File: src/rtl/sd_sim_pkg.sv
// Shared definitions for the simulation-side SD block responder.
package sd_sim_pkg;

   localparam int BLK_BYTES = 512;
   localparam int BLK_AW    = 9;

   typedef enum logic [1:0] {
      ST_IDLE = 2'd0,
      ST_WAIT = 2'd1,
      ST_XFER = 2'd2,
      ST_DONE = 2'd3
   } sd_state_t;

   typedef enum logic {
      DIR_RD = 1'b0,
      DIR_WR = 1'b1
   } sd_dir_t;

endpackage

File: src/rtl/sd_img_responder.sv
// Responder end of the sd_rd/sd_wr/sd_ack block protocol for one drive slot.
// Moves 512-byte blocks between the core buffer port and a byte-wide
// synchronous image memory, and owns the mount state of the slot.
module sd_img_responder
   import sd_sim_pkg::*;
#(
   parameter int IMG_AW    = 25,
   parameter int ACK_DELAY = 4,
   parameter int BYTE_GAP  = 0
) (
   input  logic              clk_sys,
   input  logic              reset,
   input  logic [31:0]       sd_lba,
   input  logic              sd_rd,
   input  logic              sd_wr,
   output logic              sd_ack,
   output logic [8:0]        sd_buff_addr,
   output logic [7:0]        sd_buff_dout,
   output logic              sd_buff_wr,
   input  logic [7:0]        sd_buff_din,
   input  logic              mount_req,
   input  logic [63:0]       mount_size,
   input  logic              mount_readonly,
   output logic              img_mounted,
   output logic [63:0]       img_size,
   output logic              img_readonly,
   output logic [IMG_AW-1:0] img_addr,
   output logic              img_rd,
   input  logic [7:0]        img_rdata,
   output logic              img_wr,
   output logic [7:0]        img_wdata,
   output logic              busy
);

   sd_state_t   state_reg;
   sd_dir_t     dir_reg;
   logic [31:0] lba_reg;
   logic [15:0] wait_cnt_reg;
   logic [15:0] gap_cnt_reg;
   logic [9:0]  issue_cnt_reg;   // next byte index to issue; bit 9 = block finished
   logic        s0_valid_reg;    // byte issued this cycle (memory read / buffer address)
   logic [8:0]  s0_idx_reg;
   logic        s1_valid_reg;    // byte completing this cycle (strobe / memory write)
   logic [8:0]  s1_idx_reg;
   logic        ack_reg;

   logic        pend_reg;
   logic [63:0] pend_size_reg;
   logic        pend_ro_reg;
   logic        mounted_reg;
   logic [63:0] size_reg;
   logic        ro_reg;

   logic        out_of_range;
   logic [40:0] blk_base;
   logic [8:0]  mem_idx;
   logic        is_rd;

   // Block start offset compared against the image size; also reject LBAs the
   // image address bus cannot represent.
   assign blk_base     = {lba_reg, 9'd0};
   assign out_of_range = ({23'd0, blk_base} >= size_reg) ||
                         ((lba_reg >> (IMG_AW - BLK_AW)) != 32'd0);

   assign is_rd   = (dir_reg == DIR_RD);
   // Reads address memory at issue; writes address memory one cycle later,
   // when the core's registered buffer data arrives.
   assign mem_idx = is_rd ? s0_idx_reg : s1_idx_reg;

   assign sd_ack       = ack_reg;
   assign sd_buff_addr = is_rd ? s1_idx_reg : s0_idx_reg;
   assign sd_buff_wr   = s1_valid_reg && is_rd;
   assign sd_buff_dout = (sd_buff_wr && !out_of_range) ? img_rdata : 8'h00;
   assign img_addr     = {lba_reg[IMG_AW-BLK_AW-1:0], mem_idx};
   assign img_rd       = s0_valid_reg && is_rd && !out_of_range;
   assign img_wr       = s1_valid_reg && !is_rd && !out_of_range && !ro_reg;
   assign img_wdata    = img_wr ? sd_buff_din : 8'h00;
   assign busy         = (state_reg != ST_IDLE);
   assign img_mounted  = mounted_reg;
   assign img_size     = size_reg;
   assign img_readonly = ro_reg;

   // Request FSM and the two-stage byte pipeline.
   always_ff @(posedge clk_sys) begin
      if (reset) begin
         state_reg     <= ST_IDLE;
         dir_reg       <= DIR_RD;
         lba_reg       <= 32'd0;
         wait_cnt_reg  <= 16'd0;
         gap_cnt_reg   <= 16'd0;
         issue_cnt_reg <= 10'd0;
         s0_valid_reg  <= 1'b0;
         s0_idx_reg    <= 9'd0;
         s1_valid_reg  <= 1'b0;
         s1_idx_reg    <= 9'd0;
         ack_reg       <= 1'b0;
      end else begin
         s1_valid_reg <= s0_valid_reg;
         s1_idx_reg   <= s0_idx_reg;
         s0_valid_reg <= 1'b0;
         case (state_reg)
            ST_IDLE: begin
               if (sd_rd || sd_wr) begin
                  lba_reg      <= sd_lba;
                  dir_reg      <= sd_rd ? DIR_RD : DIR_WR;
                  wait_cnt_reg <= 16'd0;
                  s0_idx_reg   <= 9'd0;
                  state_reg    <= ST_WAIT;
               end
            end
            ST_WAIT: begin
               if (wait_cnt_reg == 16'(ACK_DELAY - 1)) begin
                  ack_reg       <= 1'b1;
                  s0_valid_reg  <= 1'b1;
                  s0_idx_reg    <= 9'd0;
                  issue_cnt_reg <= 10'd1;
                  gap_cnt_reg   <= 16'(BYTE_GAP);
                  state_reg     <= ST_XFER;
               end else begin
                  wait_cnt_reg <= wait_cnt_reg + 16'd1;
               end
            end
            ST_XFER: begin
               if (!issue_cnt_reg[9]) begin
                  if (gap_cnt_reg == 16'd0) begin
                     s0_valid_reg  <= 1'b1;
                     s0_idx_reg    <= issue_cnt_reg[8:0];
                     issue_cnt_reg <= issue_cnt_reg + 10'd1;
                     gap_cnt_reg   <= 16'(BYTE_GAP);
                  end else begin
                     gap_cnt_reg <= gap_cnt_reg - 16'd1;
                  end
               end
               if (s1_valid_reg && (s1_idx_reg == 9'd511)) begin
                  ack_reg   <= 1'b0;
                  state_reg <= ST_DONE;
               end
            end
            default: begin
               state_reg <= ST_IDLE;
            end
         endcase
      end
   end

   // Mount handling; a mount arriving mid-transfer is held until IDLE.
   always_ff @(posedge clk_sys) begin
      if (reset) begin
         pend_reg      <= 1'b0;
         pend_size_reg <= 64'd0;
         pend_ro_reg   <= 1'b0;
         mounted_reg   <= 1'b0;
         size_reg      <= 64'd0;
         ro_reg        <= 1'b0;
      end else begin
         mounted_reg <= 1'b0;
         if (mount_req && state_reg == ST_IDLE) begin
            size_reg    <= mount_size;
            ro_reg      <= mount_readonly;
            mounted_reg <= 1'b1;
            pend_reg    <= 1'b0;
         end else if (mount_req) begin
            pend_reg      <= 1'b1;
            pend_size_reg <= mount_size;
            pend_ro_reg   <= mount_readonly;
         end else if (pend_reg && state_reg == ST_IDLE) begin
            size_reg    <= pend_size_reg;
            ro_reg      <= pend_ro_reg;
            mounted_reg <= 1'b1;
            pend_reg    <= 1'b0;
         end
      end
   end

endmodule

File: config.mk
export PLATFORM = sky130hd
export DESIGN_NAME = sd_img_responder
export DESIGN_NICKNAME = d
export VERILOG_FILES = /design/src/rtl/sd_sim_pkg.sv /design/src/rtl/sd_img_responder.sv
export SDC_FILE = /design/constraint.sdc
export NUM_CORES = 1
export LEC_CHECK = 0
export ABC_AREA = 1
export BUFFER_PORTS_ARGS = -buffer_cell sky130_fd_sc_hd__buf_2
export CAP_MARGIN = 20
export CORE_MARGIN = 2
export CORE_UTILIZATION = 51
export CTS_BUF_LIST = sky130_fd_sc_hd__clkbuf_4
export DETAILED_ROUTE_END_ITERATION = 12
export GPL_ROUTABILITY_DRIVEN = 0
export PLACE_DENSITY_LB_ADDON = 0.12
export SLEW_MARGIN = 30
export SYNTH_ARGS = -nofsm -noshare
export SYNTH_HDL_FRONTEND = slang
export SYNTH_SLANG_ARGS = --single-unit
File: constraint.sdc
create_clock -name clk_sys -period 1.55 [get_ports clk_sys]
set_input_delay 0.155 -clock clk_sys [delete_from_list [all_inputs] [get_ports clk_sys]]
set_output_delay 0.155 -clock clk_sys [all_outputs]
set_load 0.02 [all_outputs]
==> results of run 1 <==
cell families after synthesis:
logic type / after synthesis
compound gates: 379
fa+ha+maj: 40
xor+xnor: 5
simple gates: 667
flops: 230
buf+inv: 246
through the flow:
stage	hold slack, ns	TNS (ns)
global placement	0.339	-11.04
floorplan	0.238	-4.82
CTS	0.138	-28.66
detailed placement	0.345	-13.24
routing by layer:
| metal | track usage [%] | overflow |
|---|---|---|
| met1 | 72.1 | 0 |
| met4 | 75.6 | 26 |
| met2 | 92.8 | 27 |
| met3 | 56.8 | 0 |
| met5 | 19.8 | 0 |
what timing repair did:
item / in CTS
pin swaps: 59
hold buffers: 101
gates cloned: 7
setup buffers: 22
setup endpoints to repair: 102
gates resized for setup: 239
endpoints found under the hold margin: 196
==> impl_results.md, run 1 <==
* Hpwl dp at 24000 um
* Initial core utilization at 52.2%
* Outcome: stopped before the end
* Initial antenna violation count at 9
* IO Port Bufs at 238
* CTS sink cnt at 230
* Post-synth top cells: 361 x nor2_1, 230 x dfxtp_1, 196 x o21ai_0
* Site Rows at 53
* Avg Inst Size Synth at 7.03 sq um
* Ranking of synthesized cells by area: dfxtp_1 42%, nor2_1 12%, o21ai_0 8.9%
* Distinct cell type count after synthesis at 44
* Area leader, netlist: dfxtp_1
* Async S/R FF share, synth at 0%
* Longest Clk Path Bufs at 3
* Grt total ovfl at 53
* H-tree lvl count at 2
* Main combinational cell family by area after synthesis: simple AND/OR/NAND/NOR gates
* Die height at 151 um
* Number of synthesized register bits at 230
* Post-synthesis mux area share at 0%
* Inst Count DP at 2175
* Ys Warns at 0
* Error msg: [ERROR GRT-0232] Routing congestion too high. Check the congestion heatmap in the GUI.
* Seq/Total Area, Yosys at 41.8%
* Synthesized area at 11000 sq um
* Worst setup endpoint GRT: sd_buff_dout[1]
* Simple-Gate Fraction of Synth Area at 25.5%
* Compound-gate portion of the synthesized area at 18.3%
* Syn Inst Count at 1567
* Halt Stage: global routing (5_1_grt)
* Placed Area at 14200 sq um
* Post-synth EDFFs at 0
* Syn Nets at 1725
* Yosys top cell area share at 41.8%
* Worst endpoint type: output port
* Die W at 151 um
* Gr usage total at 73.7%
* Largest net degree at the start of global routing at 87
* CTS buffer count at 61
* Post-Synth Adder-Cell Area at 4.54%
* Pre-CTS setup slack at -0.566 ns
* Post-synthesis xor/xnor area fraction at 0.397%
* Top Ports at 239
* Root buf cell: clkbuf_4
* Ys flop type: dfxtp_1
* Dominant cell by count in the synthesized netlist: nor2_1
==> inputs of run 2 (changes only) <==
Settings changed: CORE_UTILIZATION 51 to 40, CTS_BUF_LIST sky130_fd_sc_hd__clkbuf_4 to unset, PLACE_DENSITY_LB_ADDON 0.12 to 0.15.
Clock period 1.55 ns to 2.02 ns, I/O delays scaled along.
==> run 2 against run 1 <==
Against the previous run:
- synthesized area is the same
- synthesized cell count is the same
- the flow now finishes, with violations (hold timing, setup timing)
==> impl_results.md, run 2 <==
* Outcome: finished with violations
* Failing checks: hold timing, setup timing
* Routed WL per cell at 14.9 um
* Crit path max fanout at 8
* Worst R2R Start: wait_cnt_reg[0]
* Crit Path Class: flop to output port
* Worst hold start: sd_lba[1]
* Hold Vio Cnt, Final at 1
* H-tree lvl count at 1 (-1)
* Commonest non-fill, non-tap cell in the layout: nor2_1
* CTS tree: done
* Synthesized area at 11000 sq um (unchanged)
* Final Max Slew Viols at 0
* Syn Nets at 1725 (unchanged)
* Max-slew headroom at 49.1%
* Ranking of synthesized cells by area: dfxtp_1 42%, nor2_1 12%, o21ai_0 8.9%
* Leakage at 7.12 nW
* Clk_lat worst skew at 0.55 ns
* Ys flop type: dfxtp_1
* Fill count at 2542
* Ys Warns at 0 (unchanged)
* Site Rows at 60 (+13%)
* Syn Inst Count at 1567 (unchanged)
* Starting DRT DRC Count at 685
* Worst Setup End Kind: output port
* Via density at 5.08
* Setup ws final at -0.620 ns
* Pwr/cell area at 1460 nW/um^2
* CTS sink cnt at 230 (unchanged)
* Layout cells sized above 1 at 28.1%
* Hold Crit Class: primary input to flop
* Detailed Routing Iterations Pass 1 at 5
* Fin Hold WS at -0.00350 ns
* Hpwl dp at 22300 um (-7.3%)
* Async S/R FF share, synth at 0% (unchanged)
* Hold path cells at 3
* R2R cell count at 9
* Gr usage total at 22.8%
* Hold endpoint: lba_reg[1]
* Worst-Margin Slew at 0.758 ns
* Most frequent cells in the layout: 337 x nor2_1, 220 x buf_2, 195 x o21ai_0, 192 x dfxtp_1, 167 x nand2_1
* Final #Nets at 2098
* IO Port Bufs at 238 (unchanged)
* # diodes at 0
* Peak VDD IR at 0.967 mV
* Area Overhead vs Synth at 42.8%
* Core footprint at 27000 sq um
* Vias in the first global route at 11004
* CTS buffer count at 27 (-56%)
* Die footprint at 28900 sq um
* Initial antenna violation count at 1
* Grt total ovfl at 0
* Number of synthesized register bits at 230 (unchanged)
* Seq/Total Area, Yosys at 41.8% (unchanged)
* RSZ-0062 raised after global routing: true
* Number of max-cap violations at 0
* Longest Clk Path Bufs at 3 (unchanged)
* Max Clk Rate at 0.379 GHz
* Dominant cell by count in the synthesized netlist: nor2_1
* Die W at 170 um (+13%)
* Clock slew at reported path FFs at 0.06 ns
* First-pass GRT wire length at 54500 um
* Largest net degree at the start of global routing at 83
* WL final at 34100 um
* Die height at 170 um (+13%)
* Avg Inst Size Synth at 7.03 sq um (unchanged)
* Distinct cell type count after synthesis at 44 (unchanged)
* CP required at 1.82 ns
* Pre-CTS setup slack at -0.217 ns (+0.349 ns)
* Top Ports at 239 (unchanged)
* Critical path launch point type: flop
* Remaining DRCs at 0
* Post-synth top cells: 361 x nor2_1, 230 x dfxtp_1, 196 x o21ai_0
* Fin crit share at 131%
* Initial core utilization at 40.8% (-11 points)
* Worst Path Arrival at 2.44 ns
* Clock Skews at 0.0124 ns
* Post-synth EDFFs at 0 (unchanged)
* Post-Route Setup TNS at -10.60 ns
* Vias at 11675
* Yosys top cell area share at 41.8% (unchanged)
* # setup viols final at 18
* Post-route ant nets at 0
* Reg2Reg Setup Slack at 0.16 ns
* Area leader, netlist: dfxtp_1
* Final min period at 2.64 ns
* Root buf cell: clkbuf_16
* R2R Path End: s0_idx_reg[6]
==> run 2: cell type report <==
class                           instances  area [sq um]  area share [%]
Clock buffer                           36           790            5.02
Clock inverter                         10           196            1.25
Inverter                              146           551            3.50
Multi-Input combinational cell       1094          5930            37.7
Sequential cell                       230          4650            29.6
Tap cell                              341           427            2.71
Timing Repair Buffer                  441          3190            20.3
==> run 2: cell families (layout without fill, tap and decap cells) <==
kind of cell    Yosys count  count (layout)  synth area share (%)
flops                   230             230                  41.8
compound gates          379             379                  18.3
buf+inv                 246             633                  9.52
xor+xnor                  5               5                 0.398
fa+ha+maj                40              40                  4.54
simple gates            667             670                  25.5
==> run 2: per-stage QoR <==
stage               power (mW)  utilization, %  instances  hold WS (ns)  cell area, sq um
global placement          16.2            48.4       2146         0.410             13100
floorplan                 13.0               -       1567         0.285             11100
CTS                       22.5            57.2       2292       0.00620             15400
finish                    22.9            58.2       2298      -0.00350             15700
detailed placement        16.4            48.4       2146         0.429             13100
global route              24.6            58.2       2298        0.0379             15700
==> run 2: report_power, final <==
| group | switching [mW] | internal (mW) | total [mW] |
|---|---|---|---|
| logic | 6.49 | 4.22 | 10.7 |
| registers | 0.904 | 5.98 | 6.89 |
| clock network | 1.97 | 3.37 | 5.34 |
| total | 9.36 | 13.6 | 22.9 |
==> run 2: critical path, cell delays in order, from the launching register on <==
cell     delay (ns)
dfxtp_2        0.34
inv_2          0.05
ha_4           0.21
nand2_2        0.08
nor2_4         0.05
nand2_2        0.07
inv_1          0.04
nand2_1        0.07
nand3_2        0.09
nor2_4         0.10
nand2_4        0.08
nand2_4        0.07
buf_8          0.13
nand3_4        0.21
nor2_4         0.18
buf_6          0.12
==> run 2: what timing repair did <==
| item | in CTS | in global routing |
|---|---|---|
| pin swaps | 30 | 41 |
| hold buffers | 97 | 0 |
| resized for setup | 94 | 70 |
| setup buffers | 2 | 4 |
| gates cloned | 1 | 2 |
| endpoints found under the setup margin | 18 | 27 |
| hold endpoints to repair | 154 | 0 |
==> run 2: worst max-delay path by stage <==
stage / from / end
2_1_floorplan: img_size[27] / sd_buff_dout[2]
3_3_place_gp: img_size[15] / img_wdata[3]
3_5_place_dp: img_size[15] / img_wdata[7]
4_1_cts: img_size[28] / sd_buff_dout[6]
5_1_grt: img_size[29] / sd_buff_dout[4]
6_report: img_size[29] / sd_buff_dout[4]
==> run 2: per-layer routing <==
metal / track usage, % / vias up / routed length [um]
met5: 0 / - / 16
met4: 6.58 / 2 / 829
met3: 4.28 / 52 / 2170
met2: 37.2 / 338 / 15300
met1: 30.9 / 5383 / 15800
li1: - / 5900 / -
Note: power is estimated with default switching activity, not from simulation.
==> inputs of run 3 (changes only) <==
Settings changed: RECOVER_POWER set to 25.
==> run 3 against run 2 <==
Against the previous run:
- the run still ends with hold timing, setup timing left
- first-iteration DRC count shrank 8.9%
- global-route usage stayed put
- non-clock buffer count stayed put
- fmax rose by 0.19%
==> impl_results.md, run 3 (synthesis results as in run 2) <==
* Outcome: finished with violations
* Failing checks: hold timing, setup timing
* Pwr/cell area at 1460 nW/um^2 (about the same)
* CTS buffer count at 27 (unchanged)
* # setup viols final at 18 (unchanged)
* Post-route ant nets at 0 (unchanged)
* Fin Hold WS at -0.00322 ns (+0.000280 ns)
* CP required at 1.82 ns (about the same)
* WL final at 34200 um (+0.14%)
* Inst Count DP at 2146 (unchanged)
* Top sig layer: met5
* Via density at 5.08 (about the same)
* CP top delay family: simple AND/OR/NAND/NOR gates
* Critical path launch point type: flop
* Root buf cell: clkbuf_16
* Hold Vio Cnt, Final at 1 (unchanged)
* Seq. cell area at 4650 sq um (unchanged)
* CP bufs+invs at 4 (unchanged)
* Vias at 11682 (+0.060%)
* Largest net degree at the start of global routing at 83 (unchanged)
* Peak VDD IR at 0.933 mV (-3.5%)
* First-pass GRT wire length at 54500 um (unchanged)
* H-tree lvl count at 1 (unchanged)
* Starting DRT DRC Count at 624 (-8.9%)
* Grt total ovfl at 0 (unchanged)
* Fill count at 2594 (+2.0%)
* Remaining DRCs at 0 (unchanged)
* Worst Setup End Kind: output port
* Final instance area at 15600 sq um (-0.60%)
* Wire length on met3 at 2170 um (+0.18%)
* Die footprint at 28900 sq um (unchanged)
* Clock slew at reported path FFs at 0.06 ns (about the same)
* Detailed Routing Iterations Pass 1 at 5 (unchanged)
* Initial antenna violation count at 1 (unchanged)
* Gr usage total at 22.8% (unchanged)
* Longest Clk Path Bufs at 3 (unchanged)
* Critical path, cell by cell: inv_2 > ha_4 > nand2_2 > nor2_4 > nand2_2 > inv_1 > nand2_1 > nand3_2 > nor2_4 > nand2_4 > nand2_4 > buf_8 > nand3_4 > nor2_4 > buf_6
* Leakage at 6.84 nW (-3.9%)
* Routed WL per cell at 14.9 um (+0.14%)
* Hpwl dp at 22300 um (unchanged)
* Site Rows at 60 (unchanged)
* Layout cells sized above 1 at 24.4% (-3.7 points)
* Area Overhead vs Synth at 42.0%
* Final Max Slew Viols at 0 (unchanged)
* Worst-Margin Slew at 0.758 ns (+0.00000870 ns)
* Final #Nets at 2098 (unchanged)
* CP max stage cell: dfxtp_2
* Pre-CTS setup slack at -0.217 ns (unchanged)
* Max Clk Rate at 0.380 GHz (+0.19%)
* Clock Skews at 0.0123 ns (-0.0000550 ns)
* Post-layout util at 57.9% (-0.35 points)
* Crit Path Class: flop to output port
* Post-Route Setup TNS at -10.51 ns (+0.0870 ns)
* Worst path max stage delay at 0.34 ns (about the same)
* Setup ws final at -0.615 ns (+0.00495 ns)
* Fin crit share at 130% (-0.24 points)
* M1 WL at 15800 um (-0.17%)
* Clk_lat worst skew at 0.55 ns (about the same)
* Final Power at 22.8 mW (-0.64%)
* # diodes at 0 (unchanged)
* Final min period at 2.63 ns (-0.00495 ns)
* Finished Layout Cells at 2298 (unchanged)
* Placed Area at 13100 sq um (unchanged)
* Initial core utilization at 40.8% (unchanged)
* Crit path max fanout at 8 (unchanged)
* CTS tree: done
* Die W at 170 um (unchanged)
* Most frequent cells in the layout: 337 x nor2_1, 195 x o21ai_0, 192 x dfxtp_1, 167 x nand2_1, 150 x buf_2
* Worst Path Arrival at 2.43 ns (about the same)
* CTS sink cnt at 230 (unchanged)
* Number of max-cap violations at 0 (unchanged)
* Commonest non-fill, non-tap cell in the layout: nor2_1
* Max-slew headroom at 49.1% (about the same)
* Vias in the first global route at 11004 (unchanged)
* Hold Crit Class: primary input to flop
* WL met2 at 15400 um (+0.45%)
* IO Port Bufs at 238 (unchanged)
* Core footprint at 27000 sq um (unchanged)
* Multi-input logic area at 5930 sq um (unchanged)
* RSZ-0062 raised after global routing: true
* Die height at 170 um (unchanged)
* CP dominant cell by count: nor2_4
* Top Ports at 239 (unchanged)
==> run 3: changes by cell type in the layout (fill, tap and decap cells not counted), sizes merged <==
cell    previous run  this run
buf              344       272
clkbuf            36       108
==> run 3: layer usage <==
metal	up-vias	track usage (%)
met1	5374	30.9
met4	2	6.58
met5	-	0
met3	52	4.28
met2	352	37.2
li1	5902	-
==> run 3: layout make-up <==
cell class                 count  share of cell area (%)
tap                          341                    2.73
multi-input combinational   1094                    37.9
clock inverter                10                    1.26
sequential                   230                    29.7
timing repair buffer         441                    19.8
clock buffer                  36                    5.05
inverter                     146                    3.52
==> run 3: worst paths after layout <==
check / from / end / slack, ns / depth (start not counted)
hold reg to reg: s0_valid_reg / s1_valid_reg / 0.42 / 2
setup / recovery: img_size[29] / sd_buff_dout[4] / -0.61 / 15
hold / removal: sd_lba[1] / lba_reg[1] / -0.003 / 3
setup reg to reg: wait_cnt_reg[0] / s0_idx_reg[6] / 0.16 / 9
==> run 3: where the power goes <==
group | switching, mW | internal (mW) | total, mW
Combinational | 6.49 | 4.05 | 10.5
Clock | 1.98 | 3.37 | 5.35
Sequential | 0.909 | 5.98 | 6.89
Total | 9.38 | 13.4 | 22.8
==> run 3: what timing repair did <==
item	4_1_cts	5_1_grt
hold buffers	97	0
endpoints found under the hold margin	154	0
setup buffers	2	4
resized for setup	94	70
endpoints found under the setup margin	18	27
gates cloned	1	2
pin swaps	30	41
==> run 3: tightest hold or removal path, cell delays in order <==
cell and delay, ns:
buf_2 0.10, o21ai_0 0.11, nor2_1 0.09
